--- config.mk ---
export PLATFORM = sky130hd
export DESIGN_NAME = freeze_sequencer
export DESIGN_NICKNAME = d
export VERILOG_FILES = /design/src/rtl/freeze_pkg.sv /design/src/rtl/freeze_timer.sv /design/src/rtl/freeze_sequencer.sv
export SDC_FILE = /design/constraint.sdc
export NUM_CORES = 1
export LEC_CHECK = 0
export ABC_AREA = 1
export BUFFER_PORTS_ARGS = -buffer_cell sky130_fd_sc_hd__clkbuf_2
export CORE_MARGIN = 1
export CORE_UTILIZATION = 50
export CTS_CLUSTER_SIZE = 8
export DETAILED_ROUTE_END_ITERATION = 7
export PLACE_DENSITY = 0.84
export RECOVER_POWER = 25
export SKIP_LAST_GASP = 1
export SLEW_MARGIN = 20
export SYNTH_ARGS = -nofsm -noshare
export SYNTH_HDL_FRONTEND = slang
export SYNTH_SLANG_ARGS = --single-unit
--- constraint.sdc ---
create_clock -name clk -period 2.9 [get_ports clk]
set_clock_uncertainty 0.1 [all_clocks]
set_input_delay 0.58 -clock clk [delete_from_list [all_inputs] [get_ports clk]]
set_output_delay 0.58 -clock clk [all_outputs]
set_load 0.005 [all_outputs]
--- src/rtl/freeze_pkg.sv ---
// Shared types and constants for the freeze sequencer: state encoding, default channel
// positions and the event-counter width.
package freeze_pkg;

    typedef enum logic [1:0] {
        IDLE    = 2'd0,
        DRAIN   = 2'd1,
        HOLD    = 2'd2,
        RELEASE = 2'd3
    } freeze_state_t;

    localparam int FRZ_CH_PC  = 0;
    localparam int FRZ_CH_REG = 1;
    localparam int FRZ_CH_MEM = 2;
    localparam int FRZ_CNT_W  = 8;

    function automatic logic [FRZ_CNT_W-1:0] sat_inc(input logic [FRZ_CNT_W-1:0] v);
        return (v == '1) ? v : v + FRZ_CNT_W'(1);
    endfunction

endpackage

--- src/rtl/freeze_timer.sv ---
// Loadable elapsed-cycle counter: reads 1 in the cycle after load, saturates, and flags done
// once the count reaches target. Registered count, combinational done; no backpressure.
module freeze_timer
    import freeze_pkg::*;
(
    input  logic                 clk,
    input  logic                 rst,
    input  logic                 load,
    input  logic [FRZ_CNT_W-1:0] target,
    output logic                 done
);

    logic [FRZ_CNT_W-1:0] count;

    always_ff @(posedge clk) begin
        if (rst) begin
            count <= '0;
        end else if (load) begin
            count <= FRZ_CNT_W'(1);
        end else if (count != '1) begin
            count <= count + FRZ_CNT_W'(1);
        end
    end

    assign done = (count >= target);

endmodule

--- src/rtl/freeze_sequencer.sv ---
// Freeze controller gating architectural write enables: IDLE -> DRAIN -> HOLD -> RELEASE.
// Gating is zero-latency from the registered state; no backpressure, requests are levels/sticky.
module freeze_sequencer
    import freeze_pkg::*;
#(
    parameter int                NUM_CH       = 3,
    parameter logic [NUM_CH-1:0] EARLY_MASK   = NUM_CH'(1),
    parameter int                DRAIN_CYCLES = 2,
    parameter int                MIN_HOLD     = 4
) (
    input  logic                 clk,
    input  logic                 rst,
    input  logic                 freeze_req,
    input  logic                 release_req,
    input  logic [NUM_CH-1:0]    ch_mask,
    input  logic [NUM_CH-1:0]    we_in,
    output logic [NUM_CH-1:0]    we_out,
    output logic                 frozen,
    output logic                 freeze_ack,
    output logic                 busy,
    output logic [FRZ_CNT_W-1:0] freeze_count
);

    localparam logic [FRZ_CNT_W-1:0] DRAIN_T  = FRZ_CNT_W'(DRAIN_CYCLES);
    localparam logic [FRZ_CNT_W-1:0] HOLD_T   = FRZ_CNT_W'(MIN_HOLD);
    localparam freeze_state_t        ENTRY_ST = (DRAIN_CYCLES == 0) ? HOLD : DRAIN;

    freeze_state_t        state, state_nxt;
    logic                 release_pending;
    logic                 count_inc;
    logic                 timer_load;
    logic                 timer_done;
    logic [FRZ_CNT_W-1:0] timer_target;
    logic [NUM_CH-1:0]    gate;

    always_ff @(posedge clk) begin
        if (rst) begin
            state           <= IDLE;
            release_pending <= 1'b0;
            freeze_ack      <= 1'b0;
            freeze_count    <= '0;
        end else begin
            state      <= state_nxt;
            freeze_ack <= (state_nxt == HOLD) && (state != HOLD);
            if (state_nxt == RELEASE) begin
                release_pending <= 1'b0;
            end else if (release_req && (state == DRAIN || state == HOLD)) begin
                release_pending <= 1'b1;
            end
            if (count_inc) begin
                freeze_count <= sat_inc(freeze_count);
            end
        end
    end

    always_comb begin
        state_nxt = state;
        count_inc = 1'b0;
        case (state)
            IDLE: begin
                if (freeze_req) begin
                    state_nxt = ENTRY_ST;
                    count_inc = 1'b1;
                end
            end
            DRAIN: begin
                if (timer_done) state_nxt = HOLD;
            end
            HOLD: begin
                if (timer_done && (release_pending || release_req)) state_nxt = RELEASE;
            end
            RELEASE: begin
                if (freeze_req) begin
                    state_nxt = ENTRY_ST;
                    count_inc = 1'b1;
                end else begin
                    state_nxt = IDLE;
                end
            end
            default: state_nxt = IDLE;
        endcase
    end

    // One timer serves both DRAIN and HOLD; reloading on every state change restarts it at 1.
    assign timer_load   = (state_nxt != state);
    assign timer_target = (state == HOLD) ? HOLD_T : DRAIN_T;

    freeze_timer u_timer (
        .clk    (clk),
        .rst    (rst),
        .load   (timer_load),
        .target (timer_target),
        .done   (timer_done)
    );

    always_comb begin
        gate = '0;
        case (state)
            IDLE:          gate = '0;
            DRAIN:         gate = EARLY_MASK;
            HOLD, RELEASE: gate = EARLY_MASK | ch_mask;
            default:       gate = '0;
        endcase
    end

    assign we_out = we_in & ~gate;
    assign frozen = (state == HOLD);
    assign busy   = (state != IDLE);

endmodule

==> summary.txt, run 1 <==
Synth
  – Post-Synthesis Cell Area: roughly 1200 sq um
  – Main flop type after synthesis: dfxtp_1
  – Post-synth ARST share: 0%
  – Synthesized flop and latch total: 20
  – Ys Warns: 0
  – Top post-synthesis cells by area: dfxtp_1 (33%), nand2_1 (11%), ha_1 (9.4%), inv_1 (7.5%), nand3_1 (5.0%)
  – Mapped Avg Cell Area: 7.26 sq um
  – Synth top cells by count: nand2_1 (35), inv_1 (24), dfxtp_1 (20)
  – EDFF count, synth: 0
  – Top-area cell type share of the netlist area: 33.4%
  – Register area share after synthesis: between 30% and 40%
  – Most frequent cell after synthesis: nand2_1
  – Post-synth top area cell: dfxtp_1
  – Syn_nets: 184
  – Mapped Cells: 165
  – Count of cell types in the netlist: 25

Finish
  – Share of cells above drive strength 1: between 20% and 30%
  – Nets: 211
  – Ant. Diodes: 0
  – FILL cells: 208
  – Sequential Area: 400 sq um
  – Multi-input logic area: 693 sq um
  – P&R area growth vs syn: 14.9%
  – Post-Layout Cell Count: 219

Place
  – IO Port Bufs: 22
  – Cell total after placement: approximately 220
  – Placer Congestion: 0.792
  – Hpwl dp: 1820 um

Floorplanning
  – DIE HEIGHT: 51.0 um
  – Top-level I/O count: 24
  – Die W: 51.0 um
  – Num rows: 17
  – Core area: approximately 2200 sq um
  – Die area: between 2000 and 3000 sq um
  – Starting Density: 53.7%

Clock network
  – Clock slew at reported path FFs: 120 ps
  – Clock Tree Buf Depth: 2
  – Num CTS Buffers: 3
  – CTS tree: yes
  – CTS-repair resized insts: 0
  – Hold Buf Count CTS: 0
  – Post CTS Setup Buffer Count: 0
  – CTS root buf: clkbuf_4
  – H-tree depth: 1
  – Worst skew pair latency: 300 ps
  – Clock Sink Count: 20

Hold path
  – Hold Crit Class: input pin to flop
  – Worst hold start: rst

Setup path
  – Critical Path Source: state[0]$_SDFF_PP0_
  – Critical path fanouts, max: 7
  – Critical path startpoint category: flop
  – Worst Path Required: 3040 ps
  – R2r startpoint: state[0]$_SDFF_PP0_
  – R2r setup slk: 510 ps
  – CP endpoint kind: flop
  – Critical path class: flop to flop
  – Critical Path AT: 2530 ps

Pwr
  – Power Density: about 450 nW/um^2
  – Total Power: 614 uW
  – VDD IR max: approximately 0.35 mV
  – P_leak: 0.000710 uW

Route
  – Post-route antenna net violation count: 0
  – Total number of vias: between 1k and 1.5k
  – Routed WL per cell: 10.8 um
  – Post-route DRC: 0
  – Post-Route WL: 2370 um
  – Vias per inst: 5.09
  – Iter 0 DRT Violations: 20
  – Pre-antenna DRT Iters: 4

STA
  – Fin Hold WS: 380 ps
  – Hold Vio Cnt, Final: 0
  – Max Freq: 419 MHz
  – RSZ-0062 raised after global routing: false
  – Final period util: 82.3%
  – Post-layout min period: 2390 ps
  – Fin Setup TNS: 0 ps
  – Relative slew slack: between 70 and 80%
  – Slew Viols, Final: 0
  – Worst-Margin Slew: around 340 ps
  – Final setup violation count: 0

GRT
  – Global Route Usage Sum: 20.5%
  – First-pass GRT wire length: a little over 4000 um
  – GRT overflow: 0
  – Vias in the first global route: 1011
  – Largest net degree at the start of global routing: 12
  – Antenna violations before repair: 0

Outcome
  – Status: completed

Flow run
  – Max cap viols: 0
[final cells by class]
class / instances / share of cell area, %
multi-input cells: 117 / 50.3
flip-flops and latches: 20 / 29.1
repair buffers: 22 / 7.81
clock buffers: 4 / 2.63
inverters: 28 / 7.63
well taps: 28 / 2.54
[worst max-delay path, stage by stage (launching register included)]
cell and delay (ps):
dfxtp_1 410, inv_1 150, ha_1 250, inv_1 160, ha_1 260, nand2_1 60
nand2_1 40, nand2_1 90, nand2_1 60, nand2_1 50, nand2_1 40, nand2_1 70
nand2_2 60, nand2_2 100, nand2_1 70, nand2_2 90, nand3_4 140, nor2_2 120
[logic make-up after synthesis]
logic type | synth area share [%]
xor+xnor | 5.11
buf+inv | 8.77
compound gates | 8.14
fa+ha+maj | 9.39
mux | 0.939
flops | 33.4
simple gates | 34.2
[metrics by stage]
stage | setup WS, ps | utilization (%) | cell area, sq um
after CTS | 522 | 61.8 | 1380
after global placement | 636 | 60.2 | 1340
after floorplan | 830 | - | 1200
final | 513 | 61.7 | 1380
after global routing | 258 | 61.7 | 1380
after detailed placement | 551 | 60.2 | 1340
[power breakdown]
group          switching, uW  internal, uW  leakage (uW)
Combinational           92.0          57.3      0.000526
Sequential              14.0           288      0.000163
Clock                   85.8          76.6     0.0000210
Total                    192           422      0.000710
[final timing paths]
path / end / depth (start not counted)
worst max-delay path: u_timer.count[7]$_SDFFE_PP0P_ / 17
worst min register to register: freeze_count[0]$_SDFFE_PP0P_ / 1
worst min-delay path: freeze_count[4]$_SDFFE_PP0P_ / 2
worst max register to register: u_timer.count[7]$_SDFFE_PP0P_ / 17
[placed cells by master, fill, tap and decap left out, drive strengths merged]
cell	instances
nor3	2
nand4	1
clkinv	1
o21ai	5
a311oi	1
a31oi	3
mux2	1
clkbuf	26
xor2	5
a21oi	9
xnor2	2
nor2	22
nand2	39
nand3	13
ha	9
nor4	2
inv	27
and3	1
dfxtp	20
or2	2
[flip-flops by register name, summed over array words and instances (netlist names)]
signal	flops
freeze_count	8
u_timer.count	8
state	2
freeze_ack	1
release_pending	1
[per-layer routing]
metal | vias to the layer above | global-route usage (%) | wire (um)
li1 | 572 | - | -
met1 | 522 | 23.7 | 1080
met2 | 18 | 37.3 | 1210
met3 | 2 | 3.87 | 73
met4 | 0 | 6.94 | 13
met5 | - | 0 | 0
Power figures use the tool's default switching activity.
==> run 2: changes to the inputs <==
Settings changed: ABC_AREA 1 to 0.
Clock period 2.9 ns to 2.2 ns, I/O delays scaled along.
==> summary.txt, run 2 <==
Route
  – Vias per inst: 5.71 (was 5.09)
  – Total number of vias: 1131 (was 1114)
  – Pre-antenna DRT Iters: 4 (unchanged)
  – Iter 0 DRT Violations: 34 (was 20)
  – Post-Route WL: 2430 um (was 2370 um)
  – Routed WL per cell: 12.3 um (was 10.8 um)
  – Post-route antenna net violation count: 0 (unchanged)
  – Post-route DRC: 0 (unchanged)

Setup path
  – Worst Path Required: 2320 ps (was 3040 ps)
  – Cell Chain, Critical Path: inv_2 -> ha_4 -> inv_1 -> ha_1 -> nand2b_1 -> a21boi_0 -> or2_1 -> or3_1 -> a311oi_2 (was inv_1 -> ha_1 -> inv_1 -> ha_1 -> nand2_1 -> nand2_1 -> nand2_1 -> nand2_1 -> nand2_1 -> nand2_1 -> nand2_1 -> nand2_2 -> nand2_2 -> nand2_1 -> nand2_2 -> nand3_4 -> nor2_2)
  – WP buf/inv: 2 (unchanged)
  – Critical path fanouts, max: 3 (was 7)
  – Family with the most delay on the worst path: simple AND/OR/NAND/NOR gates (unchanged)
  – Critical path class: flop to flop (unchanged)
  – CP endpoint kind: flop (unchanged)
  – Critical Path AT: 2220 ps (was 2530 ps)
  – Critical path startpoint category: flop (unchanged)
  – Slowest-stage cell, CP: dfxtp_2 (was dfxtp_1)
  – CP max stage delay: 340 ps (was 410 ps)

GRT
  – Largest net degree at the start of global routing: 12 (unchanged)
  – Global Route Usage Sum: 21.0% (was 20.5%)
  – Vias in the first global route: 1006 (was 1011)
  – First-pass GRT wire length: 4170 um (was 4060 um)
  – GRT overflow: 0 (unchanged)
  – Antenna violations before repair: 0 (unchanged)

Clock network
  – Clock Tree Buf Depth: 2 (unchanged)
  – CTS-repair resized insts: 0 (unchanged)
  – Worst skew pair latency: 300 ps (about the same)
  – Clock slew at reported path FFs: 120 ps (about the same)
  – Post CTS Setup Buffer Count: 0 (unchanged)
  – Clock Sink Count: 20 (unchanged)
  – Hold Buf Count CTS: 0 (unchanged)
  – CTS root buf: clkbuf_4 (unchanged)
  – CTS tree: yes (unchanged)
  – Num CTS Buffers: 3 (unchanged)
  – H-tree depth: 1 (unchanged)

Finish
  – Most frequent cells in the layout: clkbuf_2 (21), nor2_1 (19), dfxtp_1 (18), nand2_1 (10) (was nand2_1 (35), inv_1 (24), dfxtp_1 (20), clkbuf_2 (20), nor2_1 (13))
  – Largest regs: freeze_count (8), u_timer.count (8), state (2) (unchanged)
  – Sequential Area: 403 sq um (was 400 sq um)
  – Share of cells above drive strength 1: 25.9% (was 24.6%)
  – Multi-input logic area: 746 sq um (was 693 sq um)
  – FILL cells: 189 (was 208)
  – Most common cell after layout, fill and taps aside: clkbuf_2 (was nand2_1)
  – Post-Layout Cell Count: 198 (was 219)
  – Ant. Diodes: 0 (unchanged)
  – P&R area growth vs syn: 21.0% (was 14.9%)
  – Finished Core Util: 64.1% (was 61.7%)
  – Nets: 190 (was 211)

Pwr
  – Logic pwr share: 36.2% (was 24.3%)
  – VDD IR max: 0.503 mV (was 0.353 mV)
  – Flop pwr share: 42.1% (was 49.2%)
  – P_leak: 0.000595 uW (was 0.000710 uW)
  – Pint: 666 uW (was 422 uW)
  – Power Density: 711 nW/um^2 (was 446 nW/um^2)
  – Clock network power share: 21.6% (was 26.5%)
  – Total Power: 998 uW (was 614 uW)
  – NetSw: 332 uW (was 192 uW)
  – Switch share: 33.3% (was 31.2%)

Synth
  – Post-Synthesis Cell Area: 1160 sq um (was 1200 sq um)
  – Register area share after synthesis: 34.5% (was 33.4%)
  – Syn_nets: 158 (was 184)
  – Top-area cell type share of the netlist area: 34.5% (was 33.4%)
  – Most frequent cell after synthesis: dfxtp_1 (was nand2_1)
  – Main flop type after synthesis: dfxtp_1 (unchanged)
  – Count of cell types in the netlist: 40 (was 25)
  – Mapped Cells: 139 (was 165)
  – Simple-gate share of the synthesized area: 27.7% (was 34.2%)
  – Top post-synthesis cells by area: dfxtp_1 (35%), ha_1 (9.7%), nor2_1 (6.1%), a21oi_1 (3.5%), nand2_1 (3.2%) (was dfxtp_1 (33%), nand2_1 (11%), ha_1 (9.4%), inv_1 (7.5%), nand3_1 (5.0%))
  – Mapped Avg Cell Area: 8.34 sq um (was 7.26 sq um)
  – Ys Warns: 0 (unchanged)
  – Multiplexer area fraction after synthesis: 0.863% (was 0.939%)
  – Post-synth ARST share: 0% (unchanged)
  – Synth top cells by count: dfxtp_1 (20), nor2_1 (19), nand2_1 (10) (was nand2_1 (35), inv_1 (24), dfxtp_1 (20))
  – EDFF count, synth: 0 (unchanged)
  – Post-synthesis xor/xnor area fraction: 5.29% (was 5.11%)
  – Post-synth top area cell: dfxtp_1 (unchanged)
  – Post-synthesis compound-gate area fraction: 19.2% (was 8.14%)
  – Post-Synth Adder-Cell Area: 9.71% (was 9.39%)
  – Combinational family with the most area after synthesis: simple AND/OR/NAND/NOR gates (unchanged)
  – Synthesized flop and latch total: 20 (unchanged)

Place
  – Cell total after placement: 194 (was 215)
  – IO Port Bufs: 22 (unchanged)
  – Placer Congestion: 0.953 (was 0.792)
  – Hpwl dp: 1860 um (was 1820 um)

Hold path
  – Hold Crit Class: input pin to flop (unchanged)

STA
  – Max Freq: 477 MHz (was 419 MHz)
  – Post-layout min period: 2100 ps (was 2390 ps)
  – Final period util: 95.3% (was 82.3%)
  – Hold Vio Cnt, Final: 0 (unchanged)
  – Final setup violation count: 0 (unchanged)
  – Worst-Margin Slew: 356 ps (was 338 ps)
  – RSZ-0062 raised after global routing: false (unchanged)
  – Slew Viols, Final: 0 (unchanged)
  – Relative slew slack: 76.1% (was 77.4%)
  – Fin Setup TNS: 0 ps (unchanged)
  – Fin Hold WS: 341 ps (was 380 ps)

Outcome
  – Status: completed (unchanged)

Floorplanning
  – Die W: 50.2 um (was 51.0 um)
  – Num rows: 17 (unchanged)
  – DIE HEIGHT: 50.2 um (was 51.0 um)
  – Top-level I/O count: 24 (unchanged)
  – Core area: 2190 sq um (was 2230 sq um)
  – Die area: 2520 sq um (was 2600 sq um)
  – Starting Density: 52.9% (was 53.7%)

Flow run
  – Max cap viols: 0 (unchanged)
[run 2: final cells by class]
type                       count  share of cell area, %
clock buffer                   4                   2.58
inverter                       6                   1.60
multi-input combinational    111                   53.1
sequential                    20                   28.7
tap                           28                   2.50
timing repair buffer          29                   11.5
[run 2: worst paths after layout]
check	cells after the start	slack, ps	startpoint	endpoint
setup / recovery	9	100	state[0]$_SDFF_PP0_	release_pending$_SDFFE_PP0P_
hold / removal	2	340	rst	freeze_count[3]$_SDFFE_PP0P_
setup reg to reg	9	100	state[0]$_SDFF_PP0_	release_pending$_SDFFE_PP0P_
hold reg to reg	2	410	u_timer.count[1]$_SDFFE_PP0P_	u_timer.count[1]$_SDFFE_PP0P_
[run 2: logic make-up after synthesis]
family,Yosys count
buffers and inverters,8
AO/OA/AOI/OAI,33
multiplexers,1
XOR/XNOR,7
flip-flops,20
adder cells (fa/ha/maj),9
AND/OR/NAND/NOR,61
[run 2: routing by layer]
metal	track usage [%]	wire length (um)
met5	0	0
met4	9.05	17
met3	1.82	85
met2	35.3	1150
met1	27.1	1170
[run 2: power by group through the flow]
stage               clock, uW  combinational [uW]  sequential, uW
floorplan                   0                 227             430
global placement            0                 337             425
detailed placement          0                 354             427
CTS                       218                 356             419
global route              231                 406             425
finish                    216                 362             420
[run 2: metrics by stage]
| stage | setup WS (ps) | area [sq um] |
|---|---|---|
| final | 103 | 1400 |
| after global routing | 18.4 | 1400 |
| after CTS | 28.3 | 1400 |
| after detailed placement | 70.2 | 1360 |
| after global placement | 123 | 1360 |
| after floorplan | 21.3 | 1170 |
==> run 3: changes to the inputs <==
Settings changed: ABC_AREA 0 to 1, ABC_CLOCK_PERIOD_IN_PS set to 2200, GPL_TIMING_DRIVEN set to 1.
==> summary.txt, run 3 (synthesis results as in run 1) <==
Outcome
  – Status: completed (unchanged)

Floorplanning
  – Starting Density: 53.7% (was 52.9%)
  – Die area: 2600 sq um (was 2520 sq um)
  – DIE HEIGHT: 51.0 um (was 50.2 um)
  – Core area: 2230 sq um (was 2190 sq um)
  – Num rows: 17 (unchanged)
  – Die W: 51.0 um (was 50.2 um)
  – Top-level I/O count: 24 (unchanged)

Finish
  – Ant. Diodes: 0 (unchanged)
  – P&R area growth vs syn: 24.2% (was 21.0%)
  – Finished Core Util: 66.7% (was 64.1%)
  – Nets: 217 (was 190)
  – Post-Layout Cell Count: 225 (was 198)
  – Most frequent cells in the layout: nand2_1 (31), inv_1 (22), clkbuf_2 (20), dfxtp_1 (18), nor2_1 (13) (was clkbuf_2 (21), nor2_1 (19), dfxtp_1 (18), nand2_1 (10))
  – Cell area after layout: 1490 sq um (was 1400 sq um)
  – Share of cells above drive strength 1: 32.5% (was 25.9%)
  – Largest regs: freeze_count (8), u_timer.count (8), state (2) (unchanged)
  – Most common cell after layout, fill and taps aside: nand2_1 (was clkbuf_2)

Route
  – Post-Route WL: 2640 um (was 2430 um)
  – Vias per inst: 5.07 (was 5.71)
  – Post-route antenna net violation count: 0 (unchanged)
  – Total number of vias: 1140 (was 1131)
  – Iter 0 DRT Violations: 23 (was 34)
  – Pre-antenna DRT Iters: 4 (unchanged)
  – Post-route DRC: 0 (unchanged)
  – Routed WL per cell: 11.7 um (was 12.3 um)

Setup path
  – Critical path fanouts, max: 2 (was 3)
  – RR Endpoint: u_timer.count[7]$_SDFFE_PP0P_ (was release_pending$_SDFFE_PP0P_)
  – R2r setup slk: 160 ps (was 100 ps)
  – Critical path class: flop to primary output (was flop to flop)
  – Critical Path AT: 1570 ps (was 2220 ps)
  – Worst Path Required: 1660 ps (was 2320 ps)
  – R2r startpoint: state[0]$_SDFF_PP0_ (unchanged)
  – CP endpoint kind: primary output (was flop)
  – Worst r2r path cells: 17 (was 9)
  – Critical path startpoint category: flop (unchanged)

STA
  – Fin worst setup slack: 86.4 ps (was 103 ps)
  – Worst-Margin Slew: 345 ps (was 356 ps)
  – Final period util: 96.1% (was 95.3%)
  – Post-layout min period: 2110 ps (was 2100 ps)
  – Relative slew slack: 76.9% (was 76.1%)
  – Hold Vio Cnt, Final: 0 (unchanged)
  – Slew Viols, Final: 0 (unchanged)
  – Final setup violation count: 0 (unchanged)
  – Max Freq: 473 MHz (was 477 MHz)
  – RSZ-0062 raised after global routing: false (unchanged)
  – Fin Setup TNS: 0 ps (unchanged)

Pwr
  – Pint: 666 uW (about the same)
  – NetSw: 285 uW (was 332 uW)
  – Flop pwr share: 41.8% (was 42.1%)
  – VDD IR max: 0.534 mV (was 0.503 mV)
  – Logic pwr share: 25.7% (was 36.2%)
  – Clock network power share: 32.4% (was 21.6%)
  – Power Density: 639 nW/um^2 (was 711 nW/um^2)
  – P_leak: 0.000750 uW (was 0.000595 uW)
  – Switch share: 29.9% (was 33.3%)

Clock network
  – H-tree depth: 1 (unchanged)
  – Clock Sink Count: 20 (unchanged)
  – Clock slew at reported path FFs: 120 ps (about the same)
  – CTS root buf: clkbuf_4 (unchanged)
  – Worst skew pair latency: 310 ps (was 300 ps)
  – CTS tree: yes (unchanged)
  – Num CTS Buffers: 3 (unchanged)
  – Clock Tree Buf Depth: 2 (unchanged)
  – Hold Buf Count CTS: 0 (unchanged)

Place
  – Hpwl dp: 1950 um (was 1860 um)
  – Placer Congestion: 0.856 (was 0.953)
  – Post-DP Area: 1370 sq um (was 1360 sq um)
  – Cell total after placement: 219 (was 194)
  – Dpl ws: 43.0 ps (was 70.2 ps)
  – IO Port Bufs: 22 (unchanged)

Hold path
  – Hold Path Sink: freeze_count[4]$_SDFFE_PP0P_ (was freeze_count[3]$_SDFFE_PP0P_)
  – Worst hold start: rst (unchanged)
  – Hold Crit Class: input pin to flop (unchanged)
  – Min-Delay Path Depth: 2 (unchanged)

GRT
  – Largest net degree at the start of global routing: 13 (was 12)
  – First-pass GRT wire length: 4270 um (was 4170 um)
  – Vias in the first global route: 1084 (was 1006)
  – GRT overflow: 0 (unchanged)
  – Global Route Usage Sum: 21.9% (was 21.0%)
  – Antenna violations before repair: 0 (unchanged)

Flow run
  – Max cap viols: 0 (unchanged)
## run 3: cell count changes in the layout (fill, tap and decap cells not counted), moves of 4 or more
cell,previous run,this run
nand2_1,10,31
inv_1,5,22
nand3_1,3,12
nor2_2,0,9
nand2_2,0,8
nor2_1,19,13
a21boi_0,4,0
inv_2,1,5
nand4_1,4,0
nor3_1,5,1
## run 3: how the worst max path moves through the flow
stage               slack, ps  cells after the start                            end                 from
floorplan                 130                     16  u_timer.count[7]$_SDFFE_PP0P_  state[0]$_SDFF_PP0_
global placement          150                     16  u_timer.count[7]$_SDFFE_PP0P_  state[0]$_SDFF_PP0_
detailed placement         40                     16  u_timer.count[7]$_SDFFE_PP0P_  state[0]$_SDFF_PP0_
CTS                         3                     16  u_timer.count[7]$_SDFFE_PP0P_  state[0]$_SDFF_PP0_
global route                5                     16  u_timer.count[7]$_SDFFE_PP0P_  state[0]$_SDFF_PP0_
finish                     90                      6                      we_out[2]  state[0]$_SDFF_PP0_
## run 3: final cells by class
class / instances / area [sq um]
timing repair buffer: 28 / 153
fill: 183 / 744
tap: 28 / 35.0
inverter: 28 / 105
sequential: 20 / 403
clock inverter: 1 / 30.0
multi-input combinational: 117 / 741
clock buffer: 3 / 22.5
## run 3: what timing repair did
action,CTS,global route
gates resized for setup,0,13
buffers inserted,0,2
setup endpoints to repair,0,10
## run 3: metrics by stage
stage	power [uW]	hold WS, ps
finish	951	234
global route	993	246
CTS	915	244
detailed placement	614	390
global placement	600	374
floorplan	549	374
## run 3: worst max-delay path, cell delays in order (launching register included)
cell,delay [ps]
dfxtp_2,350
inv_2,50
ha_4,160
buf_4,130
or2_2,300
a31oi_1,140
clkbuf_2,140
## run 3: power by group through the flow
stage / registers, uW / logic, uW / clock network (uW)
global route: 400 / 274 / 319
global placement: 403 / 198 / 0
detailed placement: 403 / 210 / 0
CTS: 395 / 213 / 306
finish: 398 / 245 / 308
floorplan: 403 / 146 / 0
## run 3: routing by layer
| layer | vias up | GRT usage (%) | wire, um |
|---|---|---|---|
| met5 | - | 0 | 0 |
| met4 | 0 | 10.6 | 68 |
| met3 | 8 | 3.57 | 80 |
| met2 | 28 | 39.3 | 1390 |
| met1 | 516 | 25.0 | 1100 |
| li1 | 588 | - | - |
